[config.mk]
export PLATFORM = sky130hd
export DESIGN_NAME = cell_ram_ctrl_flat
export DESIGN_NICKNAME = d
export VERILOG_FILES = /design/src/rtl/cell_ram_ctrl_pkg.sv /design/src/rtl/cell_ram_ctrl_if.sv /design/src/rtl/cell_ram_ctrl_cell_word.sv /design/src/rtl/cell_ram_ctrl.sv /design/src/flat_wrapper.sv
export SDC_FILE = /design/constraint.sdc
export NUM_CORES = 1
export LEC_CHECK = 0
export ABC_AREA = 1
export BUFFER_PORTS_ARGS = -buffer_cell sky130_fd_sc_hd__buf_4
export CAP_MARGIN = 20
export CORE_MARGIN = 4
export CORE_UTILIZATION = 50
export DETAILED_ROUTE_END_ITERATION = 10
export GPL_TIMING_DRIVEN = 0
export PLACE_DENSITY = 0.77
export SETUP_SLACK_MARGIN = 0.05
export SLEW_MARGIN = 20
export SYNTH_ARGS = -nofsm -noshare
export SYNTH_HDL_FRONTEND = slang
export SYNTH_SLANG_ARGS = --single-unit
[constraint.sdc]
create_clock -name clk -period 2.05 [get_ports clk]
set_input_delay 0 -clock clk [delete_from_list [all_inputs] [get_ports clk]]
set_output_delay 0 -clock clk [all_outputs]
set_load 0.02 [all_outputs]
[src/rtl/cell_ram_ctrl_pkg.sv]
// Shared types and default sizes for the binary-cell memory controller.
package cell_ram_ctrl_pkg;

    localparam int CRC_ADDR_W = 2;
    localparam int CRC_DATA_W = 4;

    typedef enum logic [1:0] {
        IDLE   = 2'd0,
        SELECT = 2'd1,
        ACCESS = 2'd2,
        DONE   = 2'd3
    } state_e;

endpackage

[src/rtl/cell_ram_ctrl_if.sv]
// Host-side request/acknowledge bus of the binary-cell memory controller.
interface cell_ram_ctrl_if #(
    parameter int ADDR_W = cell_ram_ctrl_pkg::CRC_ADDR_W,
    parameter int DATA_W = cell_ram_ctrl_pkg::CRC_DATA_W
);
    logic              req;
    logic              we;
    logic [ADDR_W-1:0] addr;
    logic [DATA_W-1:0] wdata;
    logic              busy;
    logic              ack;
    logic [DATA_W-1:0] rdata;

    modport master (output req, we, addr, wdata, input busy, ack, rdata);
    modport slave  (input req, we, addr, wdata, output busy, ack, rdata);
endinterface

[src/rtl/cell_ram_ctrl_cell_word.sv]
// One storage word made of independent binary cells; dout is zero unless
// the word is selected with a clean read strobe.
module cell_word
    import cell_ram_ctrl_pkg::*;
#(
    parameter int DATA_W = CRC_DATA_W
) (
    input  logic              clk,
    input  logic              rst_n,
    input  logic [DATA_W-1:0] din,
    input  logic              cs,
    input  logic              w,
    input  logic              r,
    output logic [DATA_W-1:0] dout
);

    logic do_store;
    logic do_read;

    // w and r together is treated as neither, so a glitchy strobe pair cannot corrupt a cell
    assign do_store = cs & w & ~r;
    assign do_read  = cs & r & ~w;

    for (genvar b = 0; b < DATA_W; b++) begin : g_bit
        logic bit_q;
        logic bit_d;

        always_comb begin
            bit_d = bit_q;
            if (do_store) bit_d = din[b];
        end

        always_ff @(posedge clk or negedge rst_n) begin
            if (!rst_n) bit_q <= 1'b0;
            else        bit_q <= bit_d;
        end

        assign dout[b] = do_read ? bit_q : 1'b0;
    end

endmodule

[src/rtl/cell_ram_ctrl.sv]
// Single-access controller sequencing cs/w/r strobes into an array of
// binary-cell words and returning read data to the host.
module cell_ram_ctrl
    import cell_ram_ctrl_pkg::*;
#(
    parameter int ADDR_W = CRC_ADDR_W,
    parameter int DATA_W = CRC_DATA_W
) (
    input  logic            clk,
    input  logic            rst_n,
    cell_ram_ctrl_if.slave  host,
    output logic            cell_cs,
    output logic            cell_w,
    output logic            cell_r
);

    // state  | meaning
    // IDLE   | waiting for req; request fields latched on acceptance
    // SELECT | chip select up, no strobe
    // ACCESS | chip select plus exactly one of write/read strobe
    // DONE   | ack pulse, strobes released

    localparam int DEPTH = 1 << ADDR_W;

    state_e            state_q, state_d;
    logic              we_q, we_d;
    logic [ADDR_W-1:0] addr_q, addr_d;
    logic [DATA_W-1:0] wdata_q, wdata_d;
    logic [DATA_W-1:0] rdata_q, rdata_d;
    logic              busy;
    logic              ack;

    logic [DEPTH-1:0]  word_cs;
    logic [DATA_W-1:0] word_dout [DEPTH];
    logic [DATA_W-1:0] dout_or;

    always_ff @(posedge clk or negedge rst_n) begin
        if (!rst_n) begin
            state_q <= IDLE;
            we_q    <= 1'b0;
            addr_q  <= '0;
            wdata_q <= '0;
            rdata_q <= '0;
        end else begin
            state_q <= state_d;
            we_q    <= we_d;
            addr_q  <= addr_d;
            wdata_q <= wdata_d;
            rdata_q <= rdata_d;
        end
    end

    always_comb begin
        state_d = state_q;
        we_d    = we_q;
        addr_d  = addr_q;
        wdata_d = wdata_q;
        rdata_d = rdata_q;
        busy    = 1'b1;
        ack     = 1'b0;
        cell_cs = 1'b0;
        cell_w  = 1'b0;
        cell_r  = 1'b0;
        case (state_q)
            IDLE: begin
                busy = 1'b0;
                if (host.req) begin
                    we_d    = host.we;
                    addr_d  = host.addr;
                    wdata_d = host.wdata;
                    state_d = SELECT;
                end
            end
            SELECT: begin
                cell_cs = 1'b1;
                state_d = ACCESS;
            end
            ACCESS: begin
                cell_cs = 1'b1;
                cell_w  = we_q;
                cell_r  = ~we_q;
                if (!we_q) rdata_d = dout_or;
                state_d = DONE;
            end
            DONE: begin
                ack     = 1'b1;
                state_d = IDLE;
            end
            default: state_d = IDLE;
        endcase
    end

    always_comb begin
        word_cs         = '0;
        word_cs[addr_q] = cell_cs;
    end

    // unselected words drive zero, so a plain OR acts as the read mux
    always_comb begin
        dout_or = '0;
        for (int i = 0; i < DEPTH; i++) dout_or = dout_or | word_dout[i];
    end

    for (genvar g = 0; g < DEPTH; g++) begin : g_word
        cell_word #(.DATA_W(DATA_W)) u_word (
            .clk   (clk),
            .rst_n (rst_n),
            .din   (wdata_q),
            .cs    (word_cs[g]),
            .w     (cell_w),
            .r     (cell_r),
            .dout  (word_dout[g])
        );
    end

    assign host.busy  = busy;
    assign host.ack   = ack;
    assign host.rdata = rdata_q;

endmodule

[src/flat_wrapper.sv]
// flat-port wrapper written by rule: the top's interface ports become plain ports
module cell_ram_ctrl_flat import cell_ram_ctrl_pkg::*;
#(
    parameter int ADDR_W = CRC_ADDR_W,
    parameter int DATA_W = CRC_DATA_W
)
  (clk, rst_n, cell_cs, cell_w, cell_r, host_req, host_we, host_addr, host_wdata, host_busy, host_ack, host_rdata);
  cell_ram_ctrl_if #(.ADDR_W(ADDR_W), .DATA_W(DATA_W)) host_i ();
  input  logic clk;
  input  logic rst_n;
  output logic cell_cs;
  output logic cell_w;
  output logic cell_r;
  input wire logic [$bits(host_i.req)-1:0] host_req;
  input wire logic [$bits(host_i.we)-1:0] host_we;
  input wire logic [$bits(host_i.addr)-1:0] host_addr;
  input wire logic [$bits(host_i.wdata)-1:0] host_wdata;
  output wire logic [$bits(host_i.busy)-1:0] host_busy;
  output wire logic [$bits(host_i.ack)-1:0] host_ack;
  output wire logic [$bits(host_i.rdata)-1:0] host_rdata;
  assign host_i.req = host_req;
  assign host_i.we = host_we;
  assign host_i.addr = host_addr;
  assign host_i.wdata = host_wdata;
  assign host_busy = host_i.busy;
  assign host_ack = host_i.ack;
  assign host_rdata = host_i.rdata;
  cell_ram_ctrl #(.ADDR_W(ADDR_W), .DATA_W(DATA_W)) u_core (.clk(clk), .rst_n(rst_n), .host(host_i), .cell_cs(cell_cs), .cell_w(cell_w), .cell_r(cell_r));
endmodule
## After elaboration in Yosys (flattened, before gate mapping)

Index checks and enable logic that the tools add are counted.

| word-level totals | value |
|---|---|
| flip-flop bits (word level) | 29 |
| logic and storage cells | 80 |
| output and inout bits | 9 |
| input port bits | 10 |

| cells by class | value |
|---|---|
| bitwise logic cells | 23 |
| muxes and demuxes | 25 |
| reduce and logical (&&, ||, !) cells | 5 |
| equality and inequality tests | 4 |
| order comparisons | 2 |

Operators by type and width:

| kind | number |
|---|---|
| $mux 1 | 22 |
| $and 1x1->1 | 16 |
| $or 4x4->4 | 3 |
| $pmux 2 s4 | 1 |
| $and 4x4->4 | 1 |
| $eq 2x2->1 const B | 2 |
| $reduce_and 2->1 | 2 |
| $lt 2x3->1 const B | 1 |
| $not 1->1 | 3 |
| $demux 1 s2 | 1 |
| $eq 2x1->1 const B | 1 |
| $ge 2x1->1 const B | 1 |
| $logic_not 2->1 | 1 |
| $mux 2 | 1 |
| $ne 2x2->1 const B | 1 |
| $reduce_or 2->1 | 1 |
| $logic_and 1x1->1 | 1 |

## Depth between registers and ports, before layout

Gate-level depths: netlist of the first run.

| depth | value |
|---|---|
| depth in word-level cells | 11 |
| mapped depth | 9 |
| mapped depth without buffers | 8 |

## Modules after synthesis

A second synthesis of the first run with hierarchy kept.

| second synthesis, totals | value |
|---|---|
| cell total of the unflattened synthesis | 194 |
| area total of the unflattened synthesis | 1465.2 um^2 |

Modules (own cells, without submodules):

| module | cells each | area an instance (um^2) | sequential area each (um^2) | times used |
|---|---|---|---|---|
| cell_word | 28 | 206.4 | 100.1 | 4 |
| cell_ram_ctrl | 82 | 639.4 | 325.3 | 1 |

## Least setup slack after synthesis of the first run

Ideal clock, no wire load.

| timing path | value |
|---|---|
| path kind | register to register |
| start point | register u_core.state_q[1] |
| end point | register u_core.g_word[1].u_word.g_bit[2].bit_q |
| arrival time | 1.400 ns |
| clock period less this slack | 1.519 ns |
| buffers on the path | 1 |
| setup time | 0.120 ns |
| setup slack | 0.531 ns |
| cell stages (with the launch flop) | 9 |
| required time | 1.930 ns |
| path through | dfrtp_1 -> inv_1 -> ha_1 -> buf_6 -> nand2_2 -> nor2_4 -> nand2_2 -> nand2_1 -> o21ai_2 |

| on the way | value |
|---|---|
| word-level cells in the longest chain between the ends | 6 |
| elaborated cells between the ends (all ways) | 10 |
| those cells by class | 2 x eq/ne; 3 x mux; 4 x bitwise; 1 x reduce/logical |

RTL lines:

| element | RTL line | RTL |
|---|---|---|
| from (decl) | cell_ram_ctrl.sv:25 | `state_e state_q, state_d;` |
| from (signal assigned) | cell_ram_ctrl.sv:45 | `state_q <= state_d;` |
| $eq 2x1->1 or $eq 2x2->1 (tied branches) | cell_ram_ctrl.sv:64 | `case (state_q)` |
| $reduce_or 2->1 (no line) (*) | n/a |  |
| $mux 1 (*) | cell_ram_ctrl.sv:64 |  |
| via cell_cs | flat_wrapper.sv:11 | `output logic cell_cs;` |
| $and 4x4->4 (no line) (*) | n/a |  |
| $and 1x1->1 (*) (2 in a row) | cell_ram_ctrl_cell_word.sv:21 | `assign do_store = cs & w & ~r;` |
| to (signal assigned) | cell_ram_ctrl_cell_word.sv:35 | `else bit_q <= bit_d;` |
| to (decl) | cell_ram_ctrl_cell_word.sv:25 | `logic bit_q;` |

Mark *: on every way through the listed nets, which the timed path passes. The rest lies on a longest branch.
A chain may end at the register's enable or synchronous reset.

## Worst setup path in the final report of the first run

| timing path | value |
|---|---|
| start point | register u_core.state_q[0] |
| end point | output cell_r |

| on the way | value |
|---|---|
| word-level cells in the longest chain between the ends | 2 |

RTL lines:

| element | RTL line | RTL |
|---|---|---|
| $eq 2x2->1 | cell_ram_ctrl.sv:64 |  |
| $mux 1 | cell_ram_ctrl.sv:64 |  |
| to (decl) | flat_wrapper.sv:13 | `output logic cell_r;` |

No other way between the ends.

==> impl_summary.log, run 1 <==
[metrics] outcome: finished, final reports clean
[metrics] final setup skew: 0.00527 ns
[metrics] Pwr per Cell Area: 1470 nW/um2
[metrics] floorplan core area: 2520 um2
[metrics] type of the worst setup path: reg2out
[metrics] synthesized area divided by synthesized cell count: 9.35 um2
[metrics] routed via count: 1083
[metrics] DP HPWL: 1930 um
[metrics] H-tree levels: 2
[metrics] relative max-transition margin: 0.729
[metrics] # placed instances: 193
[metrics] gate count after technology mapping: 145
[metrics] Final Cycle Share: 0.821
[metrics] number of filler instances in the final layout: 209
[metrics] Routability Congestion: 0.903
[metrics] # port buffers: 18
[metrics] Peak Freq: 594 MHz
[metrics] I/O pins: 19
[metrics] number of post-CTS setup repair buffers: 0
[metrics] static power due to leakage: 0.884 nW
[metrics] highest net fanout along the worst path: 10
[metrics] area of the multi-input gates: 564 um2
[metrics] Chip Height: 60.1 um
[metrics] sequential-to-total area share from yosys stat: 0.536
[metrics] final std cells w/o fill: 210
[metrics] clock slew seen by the registers of the worst setup and hold paths: 0.10 ns
[metrics] number of remaining DRC errors: 0
[metrics] site row count: 18
[metrics] WP data required: 2.05 ns
[metrics] post-synth cell types: 21
[metrics] Max rail drop VDD: 0.00134 V
[metrics] count of maximum capacitance violations: 0
[metrics] total CTS buffers: 5
[metrics] reg-to-reg slack, setup: 0.53 ns
[metrics] sort of element at the end of the critical path: output pin
[metrics] endpoint of the most critical register-to-register path: u_core.g_word[1].u_word.g_bit[2].bit_q$_DFFE_PN0P_
[metrics] later-pin clock latency in the skew report: 0.33 ns
[metrics] kind of start point of the critical path: flop
[metrics] Syn Nets: 159
[metrics] min Tclk post-route: 1.68 ns
[metrics] CTS tree: done
[metrics] # nets final: 193
[metrics] setup TNS: 0 ns
[metrics] depth of the most critical reg-to-reg path: 8
[metrics] CTS sink cnt: 29
[metrics] diodes inserted: 0
[metrics] final hold vios: 0
[metrics] global-route wire length before repair: 4670 um
[metrics] number of search-and-repair iterations in the first detailed-routing pass: 4
[metrics] Finish-stage setup viols: 0
[metrics] Mapped Area: 1360 um2
[metrics] number of warnings reported in the yosys synthesis log: 0
[metrics] unrepaired setup endpoints after global routing: false
[metrics] arrival time worst endpoint: 1.68 ns
[metrics] Design Power: 2.50 mW
[metrics] Syn-to-layout area delta: 25.6%
[metrics] startpoint of the most critical register-to-register path: u_core.state_q[1]$_DFFE_PN0P_
[metrics] routed length per instance: 12.8 um
[metrics] area occupied by registers: 726 um2
[metrics] Clk Tree Root Cell: sky130_fd_sc_hd__clkbuf_4
[metrics] floorplan die area: 3610 um2
[metrics] PostCTS Resize Cnt: 0
[metrics] starting density of the core: 0.537
[metrics] total count of max-transition violations in the final report: 0
[metrics] Bufs on Longest Clock Path: 2
[metrics] register bit count reported by yosys: 29
[metrics] die outline width: 60.1 um
[metrics] vias in the first global route: 1013
[metrics] total global routing overflow: 0
[metrics] aggregate routed wire length: 2700 um
[metrics] number of antenna violations at the first check in global routing: 0
[metrics] Tightest Pin Transition: 0.407 ns
[metrics] Via density: 5.16
[metrics] drt first-iter violations: 55
[metrics] min-delay worst type: in2async
[metrics] antenna-violating nets left: 0
[metrics] Total GRT Usage: 0.179
[metrics] maximum number of pins on one net before global-route repair: 30
[metrics] share of post-route cells with drive strength above 1: 0.250
[synthesized netlist by cell type]
cell type,instances,area [um2]
sky130_fd_sc_hd__o21ai_2,2,17.5
sky130_fd_sc_hd__nand4_1,4,25.0
sky130_fd_sc_hd__o21ai_1,10,50.1
sky130_fd_sc_hd__inv_1,9,33.8
sky130_fd_sc_hd__or2_2,1,6.26
sky130_fd_sc_hd__inv_2,1,3.75
sky130_fd_sc_hd__nor2_1,9,33.8
sky130_fd_sc_hd__o21ai_0,7,35.0
sky130_fd_sc_hd__clkbuf_1,1,3.75
sky130_fd_sc_hd__nand2_4,3,33.8
sky130_fd_sc_hd__ha_1,4,50.1
sky130_fd_sc_hd__nand2_2,2,12.5
sky130_fd_sc_hd__buf_6,1,11.3
sky130_fd_sc_hd__dfrtp_1,29,726
sky130_fd_sc_hd__nand2_1,35,131
sky130_fd_sc_hd__a21oi_1,5,25.0
sky130_fd_sc_hd__mux2_2,2,22.5
sky130_fd_sc_hd__buf_4,1,7.51
sky130_fd_sc_hd__nor2_4,5,56.3
sky130_fd_sc_hd__nand3_1,13,65.1
sky130_fd_sc_hd__clkinv_2,1,5.00
[worst max-delay path by stage]
stage	from	slack [ns]	endpoint	cells after the start
after global placement	u_core.state_q[1]$_DFFE_PN0P_	0.60	u_core.g_word[1].u_word.g_bit[2].bit_q$_DFFE_PN0P_	8
after global routing	u_core.state_q[0]$_DFFE_PN0P_	0.22	cell_r	6
after floorplan	u_core.state_q[1]$_DFFE_PN0P_	0.53	u_core.g_word[1].u_word.g_bit[2].bit_q$_DFFE_PN0P_	8
after CTS	u_core.state_q[0]$_DFFE_PN0P_	0.34	cell_r	6
after detailed placement	u_core.state_q[1]$_DFFE_PN0P_	0.54	u_core.g_word[2].u_word.g_bit[1].bit_q$_DFFE_PN0P_	8
final	u_core.state_q[0]$_DFFE_PN0P_	0.37	cell_r	6
[sequential cells by signal, summed over array words and instances (netlist names)]
| register | count |
|---|---|
| u_core.host.rdata | 4 |
| u_core.addr_q | 2 |
| u_core.wdata_q | 4 |
| u_core.state_q | 2 |
| u_core.we_q | 1 |
| u_core.g_word.u_word.g_bit.bit_q | 16 |
[layout make-up]
| cell class | instances | area share |
|---|---|---|
| tap | 30 | 0.0221 |
| timing repair buffer | 27 | 0.132 |
| sequential | 29 | 0.426 |
| inverter | 11 | 0.0250 |
| buffer | 3 | 0.0132 |
| multi-input combinational | 102 | 0.332 |
| clock inverter | 3 | 0.0272 |
| clock buffer | 5 | 0.0221 |
[power breakdown]
part / switching, mW / internal, mW
Clock: 0.217 / 0.258
Combinational: 0.654 / 0.406
Sequential: 0.167 / 0.798
Total: 1.04 / 1.46
[per-layer routing]
metal,wire [um],GRT usage
met5,0,0
met2,1310,0.278
met3,186,0.0648
met4,15,0.0665
met1,1180,0.228
[what timing repair did]
item                                    CTS  global route
hold buffers                              9             0
endpoints found under the hold margin    38             0
endpoints found under the setup margin    0             0
[per-stage QoR]
step / setup slack, ns / hold slack [ns] / utilization / area, um2
2_1_floorplan: 0.531 / -0.296 / - / 1360
3_3_place_gp: 0.596 / -0.0664 / 0.606 / 1530
3_5_place_dp: 0.544 / -0.0577 / 0.606 / 1530
4_1_cts: 0.344 / 0.122 / 0.675 / 1700
5_1_grt: 0.216 / 0.134 / 0.675 / 1700
6_report: 0.366 / 0.118 / 0.675 / 1700
[cell usage in the layout, fill, tap and decap left out, drive strengths merged]
master	n
dfrtp	29
dlygate4sd3	9
nor2	14
bufinv	1
clkinvlp	1
inv	10
clkbuf	6
or2	1
a21oi	5
nand2	40
nand4	4
mux2	2
buf	20
clkinv	2
nand3	13
o21ai	19
ha	4
[critical path, cell delays in order (launching register included)]
cell and delay, ns:
sky130_fd_sc_hd__dfrtp_1 0.39, sky130_fd_sc_hd__inv_1 0.12, sky130_fd_sc_hd__ha_1 0.21, sky130_fd_sc_hd__inv_1 0.08, sky130_fd_sc_hd__nor2_4 0.19, sky130_fd_sc_hd__buf_4 0.21
sky130_fd_sc_hd__buf_4 0.15
[cells by family after synthesis]
group,after synthesis,share of synthesized area
buffers and inverters,14,0.0480
AO/OA/AOI/OAI,24,0.0942
adder cells (fa/ha/maj),4,0.0369
AND/OR/NAND/NOR,72,0.269
flip-flops,29,0.536
multiplexers,2,0.0166
No activity file was read; power rests on OpenSTA's default activity.
==> run 2: changes to the inputs <==
- PLACE_DENSITY: 0.77 -> 0.8
- clock period: 2.05 -> 1.5 ns (I/O delays scaled with it)
==> run 2 against run 1 <==
Compared with the run above:
- the run now ends with setup timing left
- sequential share of layout area decreased by 3.9 points
- via count up 10%
- combinational power grew 88%
- clock skew about the same
- sequential power grew 41%
- sequential cell count unchanged
- hold slack better by 0.0013 ns
- clock-buffer cell count rose by 2
- clock power is 42% higher
- critical endpoint is now u_core.g_word[3].u_word.g_bit[2].bit_q$_DFFE_PN0P_
- largest cell class unchanged
==> impl_summary.log, run 2 (same netlist as run 1, synthesis figures left out) <==
[metrics] outcome: finished, violations left
[metrics] violated checks: setup timing
[metrics] area of the multi-input gates: 617 um2 (+9.3%)
[metrics] Routability Congestion: 0.909 (+0.68%)
[metrics] Area after DPL: 1540 um2 (+0.82%)
[metrics] total CTS buffers: 5 (unchanged)
[metrics] drt first-iter violations: 88 (+60%)
[metrics] static power due to leakage: 0.969 nW (+9.7%)
[metrics] vias in the first global route: 1174 (+16%)
[metrics] worst hold-check slack: 0.119 ns (+0.00125 ns)
[metrics] WP buf/inv: 1 (-3)
[metrics] final setup skew: 0.00567 ns (+0.000396 ns)
[metrics] number of filler instances in the final layout: 184 (-12%)
[metrics] count of maximum capacitance violations: 0 (unchanged)
[metrics] number of search-and-repair iterations in the first detailed-routing pass: 4 (unchanged)
[metrics] CTS sink cnt: 29 (unchanged)
[metrics] site row count: 18 (unchanged)
[metrics] most common library cell in the layout ignoring fill and taps: sky130_fd_sc_hd__nand2_1
[metrics] # placed instances: 193 (unchanged)
[metrics] number of antenna violations at the first check in global routing: 0 (unchanged)
[metrics] H-tree levels: 2 (unchanged)
[metrics] number of remaining DRC errors: 0 (unchanged)
[metrics] sort of element at the end of the critical path: flop
[metrics] floorplan die area: 3610 um2 (unchanged)
[metrics] Total GRT Usage: 0.217 (+0.0378)
[metrics] kind of start point of the critical path: flop
[metrics] final standard cell area without fillers: 1870 um2 (+10%)
[metrics] delay of the slowest cell on the worst path: 0.43 ns (+0.04 ns)
[metrics] min-delay worst type: in2async
[metrics] Tightest Pin Transition: 0.359 ns (-0.0475 ns)
[metrics] final hold vios: 0 (unchanged)
[metrics] diodes inserted: 0 (unchanged)
[metrics] Finish-stage setup viols: 1 (+1)
[metrics] highest-count cells in the layout ignoring fill and taps: 30 x sky130_fd_sc_hd__nand2_1, 29 x sky130_fd_sc_hd__dfrtp_1, 27 x sky130_fd_sc_hd__buf_4
[metrics] Max rail drop VDD: 0.00176 V (+31%)
[metrics] unrepaired setup endpoints after global routing: true
[metrics] min Tclk post-route: 1.50 ns
[metrics] Peak Freq: 664 MHz
[metrics] Final Cycle Share: 1.00
[metrics] global-route wire length before repair: 5550 um (+19%)
[metrics] final std cells w/o fill: 222 (+5.7%)
[metrics] type of the worst setup path: reg2reg
[metrics] die outline width: 60.1 um (unchanged)
[metrics] starting density of the core: 0.537 (unchanged)
[metrics] top cell family by delay on the critical path: simple AND/OR/NAND/NOR gates
[metrics] flip-flop count of the largest register, all copies and words added: 16 (unchanged)
[metrics] Clk Tree Root Cell: sky130_fd_sc_hd__clkbuf_4
[metrics] total global routing overflow: 0 (unchanged)
[metrics] routed length per instance: 15.4 um (+20%)
[metrics] arrival time worst endpoint: 1.73 ns (+0.05 ns)
[metrics] DP HPWL: 2090 um (+8.4%)
[metrics] Pwr per Cell Area: 2150 nW/um2 (+46%)
[metrics] I/O pins: 19 (unchanged)
[metrics] worst-path cell with the longest stage delay: sky130_fd_sc_hd__dfrtp_1
[metrics] Via density: 5.37 (+4.2%)
[metrics] aggregate routed wire length: 3420 um (+27%)
[metrics] Syn-to-layout area delta: 38.1%
[metrics] maximum number of pins on one net before global-route repair: 30 (unchanged)
[metrics] clock slew seen by the registers of the worst setup and hold paths: 0.09 ns (about the same)
[metrics] routed via count: 1193 (+10%)
[metrics] area occupied by registers: 726 um2 (unchanged)
[metrics] critical-path cell list: inv_2 > ha_4 > nand2_4 > nor2_4 > nand2_4 > nand2_2 > o21ai_1
[metrics] # nets final: 205 (+6.2%)
[metrics] WP data required: 1.72 ns (-0.33 ns)
[metrics] total count of max-transition violations in the final report: 0 (unchanged)
[metrics] later-pin clock latency in the skew report: 0.34 ns (about the same)
[metrics] highest net fanout along the worst path: 8 (-2)
[metrics] CTS tree: done
[metrics] post-layout worst setup margin: -0.00494 ns (-0.371 ns)
[metrics] # port buffers: 18 (unchanged)
[metrics] setup TNS: -0.00494 ns (-0.00494 ns)
[metrics] share of post-route cells with drive strength above 1: 0.359 (+0.109)
[metrics] Bufs on Longest Clock Path: 2 (unchanged)
[metrics] cell mode on critical path: sky130_fd_sc_hd__nand2_4
[metrics] top register by number of flip-flops: u_core.g_word.u_word.g_bit.bit_q
[metrics] relative max-transition margin: 0.761 (+0.0317)
[metrics] floorplan core area: 2520 um2 (unchanged)
[metrics] antenna-violating nets left: 0 (unchanged)
[metrics] Chip Height: 60.1 um (unchanged)
## run 2: per-layer routing
layer | track usage | share of wire | up-vias | routed length, um
met5 | 0 | 0 | - | 0
met2 | 0.361 | 0.51 | 43 | 1760
met3 | 0.0907 | 0.052 | 9 | 179
met1 | 0.242 | 0.41 | 571 | 1390
met4 | 0.0886 | 0.026 | 0 | 88
li1 | - | - | 570 | -
## run 2: timing repair
item                       CTS  global route
buffers inserted             6             7
hold endpoints to repair    38             0
hold buffers                 9             0
pin swaps                    4             6
gates resized for setup      5            16
setup endpoints to repair   22            27
## run 2: worst register-to-register path, delay by kind of cell (launching register included)
family	cells	cell delay [ns]
AOI/OAI and AO/OA	1	0.07
DFF	1	0.43
adders and majority gates	1	0.31
buffers and inverters	1	0.09
and+or+nand+nor	4	0.48
## run 2: cell type report
| class | instances | share of cell area |
|---|---|---|
| timing repair buffer | 40 | 0.185 |
| clock buffer | 7 | 0.0294 |
| multi-input combinational | 102 | 0.330 |
| inverter | 11 | 0.0234 |
| buffer | 2 | 0.00869 |
| clock inverter | 1 | 0.0160 |
| tap | 30 | 0.0201 |
| sequential | 29 | 0.388 |
## run 2: final timing paths
check	from	endpoint	slack [ns]	cells after the start
worst min register to register	u_core.host.rdata[0]$_DFFE_PN0N_	u_core.host.rdata[0]$_DFFE_PN0N_	0.49	2
min in group clk	host_we	u_core.we_q$_DFFE_PN0P_	0.44	3
worst max register to register	u_core.state_q[1]$_DFFE_PN0P_	u_core.g_word[3].u_word.g_bit[2].bit_q$_DFFE_PN0P_	-0.005	7
max in group asynchronous	rst_n	u_core.g_word[0].u_word.g_bit[2].bit_q$_DFFE_PN0P_	1.12	2
worst min-delay path	rst_n	u_core.host.rdata[1]$_DFFE_PN0N_	0.12	2
worst max-delay path	u_core.state_q[1]$_DFFE_PN0P_	u_core.g_word[3].u_word.g_bit[2].bit_q$_DFFE_PN0P_	-0.005	7
## run 2: power by group
part	internal [mW]	total [mW]	switching (mW)
combinational	0.895	1.99	1.09
sequential	1.09	1.36	0.270
clock	0.398	0.676	0.278
## run 2: through the flow
step	total power [mW]	util	worst slack, ns
3_3_place_gp	2.73	0.611	0.0244
5_1_grt	4.29	0.742	-0.0795
6_report	4.03	0.742	-0.00494
2_1_floorplan	2.41	-	0.0868
4_1_cts	3.73	0.703	0.0434
3_5_place_dp	2.83	0.611	-0.0533
